==> src/rtl/bpm_history_buffer.sv <==
// bpm_history_buffer: circular history of the last 2^DEPTH_LOG2 BPM samples.
// It gives registered random read access by sample age and keeps a running
// sum and moving average of the stored window.
// Ports:
//   clk, reset      - clock, synchronous active-high reset
//   we, din         - push din as the newest sample
//   clear           - flush history (pointer, count, sum); dout is untouched
//   rd_en, addr_out - read the sample at age addr_out (0 = newest)
//   dout, dout_valid- registered read data and its validity
//   count, full     - number of valid entries, count == DEPTH
//   sum, avg        - sum of valid entries, sum >> DEPTH_LOG2
//   avg_valid       - avg covers a full window
module bpm_history_buffer #(
   parameter int unsigned WIDTH      = 8,
   parameter int unsigned DEPTH_LOG2 = 2
) (
   input  logic                          clk,
   input  logic                          reset,
   input  logic                          we,
   input  logic [WIDTH-1:0]              din,
   input  logic                          clear,
   input  logic                          rd_en,
   input  logic [DEPTH_LOG2-1:0]         addr_out,
   output logic [WIDTH-1:0]              dout,
   output logic                          dout_valid,
   output logic [DEPTH_LOG2:0]           count,
   output logic                          full,
   output logic [WIDTH+DEPTH_LOG2-1:0]   sum,
   output logic [WIDTH-1:0]              avg,
   output logic                          avg_valid
);

   localparam int unsigned DEPTH = 1 << DEPTH_LOG2;
   localparam int unsigned CW    = DEPTH_LOG2 + 1;
   localparam int unsigned SW    = WIDTH + DEPTH_LOG2;

   logic [WIDTH-1:0]      mem_q [DEPTH];
   logic [WIDTH-1:0]      mem_d [DEPTH];
   logic [DEPTH_LOG2-1:0] wr_ptr_q, wr_ptr_d;
   logic [CW-1:0]         count_q, count_d;
   logic [SW-1:0]         sum_q, sum_d;
   logic                  full_q, full_d;
   logic [WIDTH-1:0]      dout_q, dout_d;
   logic                  dout_valid_q, dout_valid_d;
   logic [DEPTH_LOG2-1:0] rd_idx;
   logic [SW-1:0]         evict;

   // Next-state logic: read sees pre-edge state, clear beats push.
   always_comb begin
      mem_d        = mem_q;
      wr_ptr_d     = wr_ptr_q;
      count_d      = count_q;
      sum_d        = sum_q;
      full_d       = full_q;
      dout_d       = dout_q;
      dout_valid_d = dout_valid_q;

      // Age 0 is the slot just behind the write pointer; wrap is natural.
      rd_idx = wr_ptr_q - DEPTH_LOG2'(1) - addr_out;
      // Once full, the slot about to be overwritten leaves the window.
      evict  = full_q ? SW'(mem_q[wr_ptr_q]) : '0;

      if (rd_en) begin
         if (CW'(addr_out) < count_q) begin
            dout_d       = mem_q[rd_idx];
            dout_valid_d = 1'b1;
         end else begin
            dout_d       = '0;
            dout_valid_d = 1'b0;
         end
      end

      if (clear) begin
         wr_ptr_d = '0;
         count_d  = '0;
         sum_d    = '0;
         full_d   = 1'b0;
      end else if (we) begin
         mem_d[wr_ptr_q] = din;
         wr_ptr_d        = wr_ptr_q + DEPTH_LOG2'(1);
         if (!full_q) begin
            count_d = count_q + CW'(1);
         end
         sum_d  = sum_q + SW'(din) - evict;
         full_d = (count_d == CW'(DEPTH));
      end
   end

   // Control/status registers.
   always_ff @(posedge clk) begin
      if (reset) begin
         wr_ptr_q     <= '0;
         count_q      <= '0;
         sum_q        <= '0;
         full_q       <= 1'b0;
         dout_q       <= '0;
         dout_valid_q <= 1'b0;
      end else begin
         wr_ptr_q     <= wr_ptr_d;
         count_q      <= count_d;
         sum_q        <= sum_d;
         full_q       <= full_d;
         dout_q       <= dout_d;
         dout_valid_q <= dout_valid_d;
      end
   end

   // Sample storage; not reset, stale data is unreachable once count is 0.
   always_ff @(posedge clk) begin
      mem_q <= mem_d;
   end

   assign dout       = dout_q;
   assign dout_valid = dout_valid_q;
   assign count      = count_q;
   assign full       = full_q;
   assign sum        = sum_q;
   assign avg        = sum_q[SW-1:DEPTH_LOG2];
   assign avg_valid  = full_q;

endmodule

==> config.mk <==
export PLATFORM = sky130hd
export DESIGN_NAME = bpm_history_buffer
export DESIGN_NICKNAME = d
export VERILOG_FILES = /design/src/rtl/bpm_history_buffer.sv
export SDC_FILE = /design/constraint.sdc
export NUM_CORES = 1
export LEC_CHECK = 0
export CORE_MARGIN = 3
export CORE_UTILIZATION = 55
export CTS_BUF_LIST = sky130_fd_sc_hd__clkbuf_16
export CTS_CLUSTER_SIZE = 25
export DETAILED_ROUTE_END_ITERATION = 10
export PLACE_DENSITY = 0.91
export SYNTH_ARGS = -nofsm -noshare
export SYNTH_HDL_FRONTEND = slang
export SYNTH_SLANG_ARGS = --single-unit
==> constraint.sdc <==
create_clock -name clk -period 4.72 [get_ports clk]
set_clock_uncertainty 0.2 [all_clocks]
set_input_delay 0.944 -clock clk [delete_from_list [all_inputs] [get_ports clk]]
set_output_delay 0.944 -clock clk [all_outputs]
set_load 0.02 [all_outputs]
# Yosys cells after proc, flatten, opt, wreduce, memory -nomap -nowiden
# Index checks and enable logic that the tools add are counted.
dict set report word_totals {
  out_inout_bits 32
  in_bits 15
  elab_cells 42
  register_bits 57
}
dict set report op_classes {
  addsub 6
  order_cmp 4
  mux 15
  bitwise_logic 3
  n_eq_ne 1
  reduce_logical 3
}
# op count
set ops {}
lappend ops {{8-bit two-way mux} 7}
lappend ops {{8-bit binary-select mux with 2-bit select} 2}
lappend ops {{32-bit bitwise mux} 1}
lappend ops {{8-bit demux with 2-bit select} 1}
lappend ops {{10-bit by 8-bit adder with 10-bit output} 1}
lappend ops {{10-bit by 8-bit subtractor with 10-bit output} 1}
lappend ops {{3-bit two-way mux} 3}
lappend ops {{3-bit greater-or-equal comparator (second input constant)} 2}
lappend ops {{2-bit inverter with 3-bit output} 2}
lappend ops {{3-bit by 1-bit adder with 3-bit output (second input constant)} 1}
lappend ops {{3-bit equality test (second input constant)} 1}
lappend ops {{2-bit by 3-bit < comparator with 1-bit output} 1}
lappend ops {{3-bit by 1-bit < comparator with 1-bit output (second input constant)} 1}
lappend ops {{2-bit by 1-bit adder with 2-bit output (second input constant)} 1}
lappend ops {{2-bit AND reduction} 1}
lappend ops {{2-bit OR reduction} 1}
lappend ops {{2-bit by 1-bit subtractor with 2-bit output (second input constant)} 1}
lappend ops {{2-bit subtractor} 1}
lappend ops {{1-bit logical AND} 1}
lappend ops {{1-bit two-way mux} 1}
lappend ops {{1-bit inverter} 1}

# Depth between registers and ports, before layout
# Gate-level depths: netlist of the first run.
dict set report depth {
  ltp_word 7
  mapped_depth 13
  ltp_nobuf 12
}

# Worst setup path before layout of the first run
# OpenSTA, ideal clock, no wires.
dict set report synth_path {
  kind {reg-to-reg}
  startpoint {reg wr_ptr_q[0]}
  endpoint {reg sum_q[6] (netlist: sum[6])}
  setup_time_ns 0.106
  period_less_slack_ns 3.424
  slack_ns 1.296
  arrival_time_ns 3.118
  n_path_buf 1
  stages_incl_launch_ff 12
  t_required_ns 4.414
  cell_sequence {dfxtp_1 > buf_2 > mux4_2 > and2_1 > fa_1 > inv_1 > ha_1 > nor2b_4 > o31a_1 > o21a_1 > or3_1 > o311ai_0}
}
dict set report synth_via {
  elab_chain_cells 6
}
# element line_no
set synth_lines {}
lappend synth_lines {{start, declared} 39} ;# logic [DEPTH_LOG2-1:0] wr_ptr_q, wr_ptr_d;
lappend synth_lines {{start signal, assigned} 99} ;# wr_ptr_q <= wr_ptr_d;
lappend synth_lines {{2-bit inverter with 3-bit output (implied by the code)} 61} ;# evict = full_q ? SW'(mem_q[wr_ptr_q]) : '0;
lappend synth_lines {{8-bit binary-select mux with 2-bit select} 61}
lappend synth_lines {{8-bit two-way mux (implied by the code) (2 in a row)} 61}
lappend synth_lines {{8-bit two-way mux} 61}
lappend synth_lines {{10-bit by 8-bit subtractor with 10-bit output} 84} ;# sum_d = sum_q + SW'(din) - evict;
lappend synth_lines {{end signal, assigned} 101} ;# sum_q <= sum_d;
lappend synth_lines {{end, declared} 41} ;# logic [SW-1:0] sum_q, sum_d;
# Every way passes these cells. The select of a mux whose other input is x is not followed.
# A chain may end at the register's enable or synchronous reset.

# Final worst setup path of the first run
# Ends and elaborated chain as after synthesis.

==> results of run 1 <==
-- flip-flops by register name, indices dropped and copies added (netlist names) --
register / cells
mem_q: 32
sum: 10
dout: 8
count: 3
wr_ptr_q: 2
avg_valid: 1
dout_valid: 1
-- cells by family (layout without fill, tap and decap cells) --
logic type,Yosys count,in the layout
compound gates,51,51
xor+xnor,8,8
fa+ha+maj,25,25
buf+inv,60,105
flops,57,57
mux,32,32
simple gates,61,61
-- power groups by stage --
stage | logic [uW] | registers [uW] | clock network, uW
after global placement | 245 | 564 | 0
final | 263 | 556 | 730
after global routing | 286 | 558 | 762
after CTS | 260 | 556 | 737
after detailed placement | 254 | 565 | 0
after floorplan | 173 | 572 | 0
-- placed cells by master, fill, tap and decap left out, types with 3 or more instances in the layout --
master and n:
nand3_1 5, clkdlybuf4s50_1 46, nand4_1 5, a21o_1 9
o21ai_0 4, mux4_2 8, clkinv_2 3, o21a_1 5
fa_1 8, o22ai_1 9, dfxtp_1 25, a21oi_1 10
clkbuf_16 9, mux2i_1 22, bufinv_16 3, inv_1 40
nor2_1 18, edfxtp_1 32, and2_1 12, xnor2_1 4
a211oi_1 3, nand2_1 7, ha_1 17
-- metrics by stage --
stage | hold WS (ps) | utilization
after floorplan | 361 | -
after global placement | 233 | 0.663
after detailed placement | 240 | 0.663
after CTS | 259 | 0.722
after global routing | 275 | 0.722
final | 257 | 0.722
-- worst reg2reg max path, stage by stage, from the launching register on --
cell	delay (ps)
dfxtp_1	810
mux4_2	600
and2_1	190
fa_1	470
inv_1	40
ha_1	350
nor2b_4	150
o31a_1	300
o21a_1	200
or3_1	340
o311ai_0	100
-- worst min path at each step --
stage | start | endpoint | cells past startpoint | slack (ps)
CTS | dout[1] | dout[1] | 1 | 260
global route | dout[2] | dout[2] | 1 | 270
global placement | dout[5] | dout[5] | 1 | 230
finish | dout[1] | dout[1] | 1 | 260
detailed placement | dout[1] | dout[1] | 1 | 240
floorplan | sum[1] | sum[1] | 2 | 360
-- cell usage after synthesis (all sizes together), types with 3 or more instances --
cell type	count	area, um2
inv	41	154
edfxtp	32	961
dfxtp	25	500
mux2i	22	220
nor2	18	67.6
ha	17	213
buf	13	100
and2	12	75.1
a21oi	10	50.1
a21o	9	67.6
o22ai	9	56.3
fa	8	160
mux4	8	180
nand2	7	26.3
clkbuf	6	23.8
xnor2	6	78.8
nand3	5	25.0
nand4	5	31.3
o21a	5	37.5
o21ai	4	20.0
a211oi	3	22.5
nor2b	3	26.3
-- routing by layer --
metal  vias to the layer above  track usage  wire length, um
met2                       114        0.388             3840
met5                         -            0                0
met3                        17       0.0760              565
li1                       1120            -                -
met1                      1179        0.274             2980
met4                         0        0.101              164
-- final cells by class --
cell class,instances,area share
Clock buffer,9,0.0550
Clock inverter,7,0.0266
Inverter,41,0.0376
Multi-Input combinational cell,177,0.386
Sequential cell,57,0.357
Tap cell,72,0.0220
Timing Repair Buffer,48,0.116
==> results.yml, run 1 <==
timing:
  finalCriticalPeriod_ps: 3890
  maxSlewHeadroom: 0.372
  setup_viol: 0
  fmax_mhz: 257
  hold_violations: 0
  tightest_slew_ps: 941
  rsz0062_at_grt: "no"
  slew_violations: 0
  fin_crit_sh: 0.823
  fin_ws_ps: 834
  setup_tns_ps: 0
logic_synthesis:
  synthCells: 294
  syn_nets: 334
  ys_seq_elements: 57
  synth-warning-count: 0
  synth_adder_area_share: 0.112
  netlist_area_mm2: 0.00332
  synth_edf_count: 32
  ys_seq_area_frac: 0.440
  synth_simple_gate_area_share: 0.101
  synth_compound_area_frac: 0.107
  postSynthAreaPerCell_um2: 11.3
  synthArstFlopShare: 0
  synth-xor-area-share: 0.0290
  ys_types: 51
  synthMuxAreaShare: 0.127
  synth_top_flop_cell: "edfxtp_1"
  synth_top_family_by_area: "multiplexers"
clock_tree:
  cts_resized: 0
  clock_path_buffers: 2
  post_cts_buffers: 0
  insertion_delay_ps: 330
  cts_htree_levels: 3
  root_buffer: "clkbuf_16"
  cts_inserted_buffers: 9
  cts_tree: "done"
  postCtsHoldBufs: 0
  cts_num_sinks: 57
  clk_pin_slew_ps: 50
critical_path:
  worstRegToRegCells: 10
  arrival_ps: 3890
  critPathTopFamily: "adder cells"
  cp.required_ps: 4730
  max_stage_delay_ps: 810
  rrSetupSlack_ps: 830
  reg2reg_from: "wr_ptr_q[0]"
  worst-path-stages: 10
  crit_type: "reg -> reg"
  r2r-end: "sum[6]"
  crit_path_end: "sum[6]"
  crit_chain: "mux4_2 > and2_1 > fa_1 > inv_1 > ha_1 > nor2b_4 > o31a_1 > o21a_1 > or3_1 > o311ai_0"
  path_buf_inv: 1
  cp_max_fo: 13
  worst_path_max_delay_cell: "dfxtp_1"
  startpoint: "wr_ptr_q[0]"
  startpoint_type: "flip-flop"
  cp-end-kind: "flip-flop"
placement:
  numPortBuffers: 46
  pre_cts_ws_ps: 807
  post-dp-hpwl_um: 5110
  gp_congestion: 0.887
  placed_cell_area_mm2: 0.00376
  dp_cells: 395
pwr:
  p_sw_uw: 378
  cellInternalPower_uw: 1170
  power_density_mw_per_mm2: 378
  ir_drop_v: 0.000301
  leakage_uw: 0.00167
  swShare: 0.244
  pwr-share-seq: 0.359
  combPwrFrac: 0.170
  p_total_uw: 1550
  clkPwrFrac: 0.471
routing:
  avgRoutedWirePerCell_um: 18.4
  drt-total-wl_um: 7550
  drc_errors: 0
  drt_iter0_drc: 236
  vias_per_cell: 5.91
  dr.pass1.iters: 5
  final_antenna_net_count: 0
  num_vias: 2430
floorplanning:
  die-height_um: 83.7
  initial_core_util: 0.585
  io_pins: 47
  fp.dieW_um: 83.7
  row_count: 27
  die_area_mm2: 0.00701
  core_mm2: 0.00568
final_layout:
  syn_to_final_growth_pct: 23.4
  drive_gt1_frac: 0.0973
  num_antenna_cells: 0
  stdcell_area_mm2: 0.00410
  finalNetCount: 374
  multi_input_area_mm2: 0.00158
  nFillCells: 394
  instances_no_fill: 411
  seqCellArea_mm2: 0.00146
global_routing:
  gr-usage-all-layers: 0.233
  antenna_found_initial: 0
  grt_max_degree: 28
  grt-ovfl-total: 0
  grt_pass1_wl_um: 12600
  grt_pass1_vias: 2583
job:
  cap_violations: 0
run_status:
  status: "finished, final reports clean"
worst_hold_path:
  hold_class: "reg -> reg"
(Power assumes the default switching activity.)
==> inputs of run 2 (changes only) <==
clock period = 3.8 ns   (was 4.72 ns; I/O delays follow)
==> run 2 against run 1 <==
Compared with the run above: wire length increased by 4.5%; sequential power grew 24%; total power grew 16%; global-route usage rose by 0.77 points; hold slack lost 10 ps; setup slack got worse by 630 ps; clock power rose by 4.5%; sequential share of layout area is essentially flat; register-to-register slack got worse by 630 ps; via count grew 4.4%; critical path type unchanged; largest power group unchanged.
==> results.yml, run 2 (same netlist as run 1, synthesis figures left out) <==
run_status:
  status: "finished, final reports clean"
job:
  cap_violations: 0
critical_path:
  cp_max_fo: 6
  crit_type: "reg -> reg"
  cp.required_ps: 3790
  startpoint_type: "flip-flop"
  arrival_ps: 3580
  rrSetupSlack_ps: 210
  cp-end-kind: "flip-flop"
  reg2reg_from: "wr_ptr_q[0]"
  r2r-end: "sum[5]"
  worstRegToRegCells: 11
timing:
  setup_tns_ps: 0
  fin_crit_sh: 0.945
  finalCriticalPeriod_ps: 3590
  tightest_slew_ps: 757
  rsz0062_at_grt: "no"
  setup_viol: 0
  slew_violations: 0
  maxSlewHeadroom: 0.495
  hold_violations: 0
  fmax_mhz: 278
routing:
  avgRoutedWirePerCell_um: 19.0
  drt-total-wl_um: 7890
  drt_iter0_drc: 209
  vias_per_cell: 6.10
  num_vias: 2538
  final_antenna_net_count: 0
  drc_errors: 0
  dr.pass1.iters: 6
final_layout:
  num_antenna_cells: 0
  drive_gt1_frac: 0.108
  top_register: "mem_q"
  largest_register_ffs: 32
  layout_common_cells: "clkdlybuf4s50_1, inv_1, edfxtp_1"
  syn_to_final_growth_pct: 23.6
  finalNetCount: 379
  stdcell_area_mm2: 0.00411
  final_common_cell: "clkdlybuf4s50_1"
worst_hold_path:
  whs_path_depth: 1
  min_to: "dout[5]"
  hold_class: "reg -> reg"
  hold_start: "dout[5]"
placement:
  placed_cell_area_mm2: 0.00381
  gp_congestion: 0.826
  numPortBuffers: 46
  post-dp-hpwl_um: 5430
floorplanning:
  row_count: 27
  io_pins: 47
  fp.dieW_um: 83.7
  core_mm2: 0.00568
  initial_core_util: 0.585
  die-height_um: 83.7
  die_area_mm2: 0.00701
clock_tree:
  cts_inserted_buffers: 9
  postCtsHoldBufs: 0
  clock_path_buffers: 2
  cts_tree: "done"
  post_cts_buffers: 0
  insertion_delay_ps: 330
  cts_num_sinks: 57
  cts_htree_levels: 3
  clk_pin_slew_ps: 50
  cts_resized: 0
  root_buffer: "clkbuf_16"
global_routing:
  grt_max_degree: 27
  grt-ovfl-total: 0
  grt_pass1_wl_um: 12900
  grt_pass1_vias: 2633
  gr-usage-all-layers: 0.240
  antenna_found_initial: 0
pwr:
  leakage_uw: 0.00167
  ir_drop_v: 0.000381
  power_density_mw_per_mm2: 437
[run 2: cell types whose count changed in the layout (fill, tap and decap cells not counted), sizes merged]
| cell | previous run | this run |
|---|---|---|
| buf | 2 | 7 |
| bufinv | 3 | 1 |
| clkinv | 4 | 5 |
| inv | 41 | 42 |
[run 2: stage by stage]
step	std cells	power (uW)	utilization	setup WS (ps)	hold slack, ps
floorplan	294	926	-	376	361
global placement	400	1010	0.672	173	233
detailed placement	400	1030	0.672	59.9	238
CTS	416	1790	0.721	53.5	250
global route	416	1860	0.723	48.4	261
finish	416	1790	0.723	208	247
[run 2: layout make-up]
class                           instances  area [um2]
Clock buffer                            9         225
Clock inverter                          7        53.8
Fill cell                             415        1570
Tap cell                               72        90.1
Timing Repair Buffer                   53         526
Sequential cell                        57        1460
Multi-Input combinational cell        177        1590
Inverter                               41         154
[run 2: worst max-delay path by stage]
stage	end	startpoint	cells after the start	slack (ps)
global route	sum[7]	wr_ptr_q[0]	11	50
finish	sum[5]	wr_ptr_q[0]	11	210
floorplan	sum[6]	wr_ptr_q[0]	11	380
detailed placement	sum[6]	din[2]	10	60
CTS	sum[7]	wr_ptr_q[0]	11	50
global placement	sum[6]	din[2]	10	170
[run 2: worst max-delay path, stage by stage (launching register included)]
cell and delay [ps]:
dfxtp_2 400, buf_12 150, mux4_2 480, and2_1 190, fa_1 550, inv_1 60
ha_1 330, a211oi_2 340, o21bai_1 170, a21oi_1 290, or4b_1 160, o311ai_0 120
[run 2: metal layers]
layer,wire length [um],GRT usage,vias up
met1,2980,0.269,1254
met5,0,0,-
li1,-,-,1131
met4,251,0.121,0
met3,520,0.0622,28
met2,4140,0.420,125
[run 2: power breakdown]
group          internal [uW]  switching, uW
clock network            493            269
logic                    155            188
registers                672           15.1
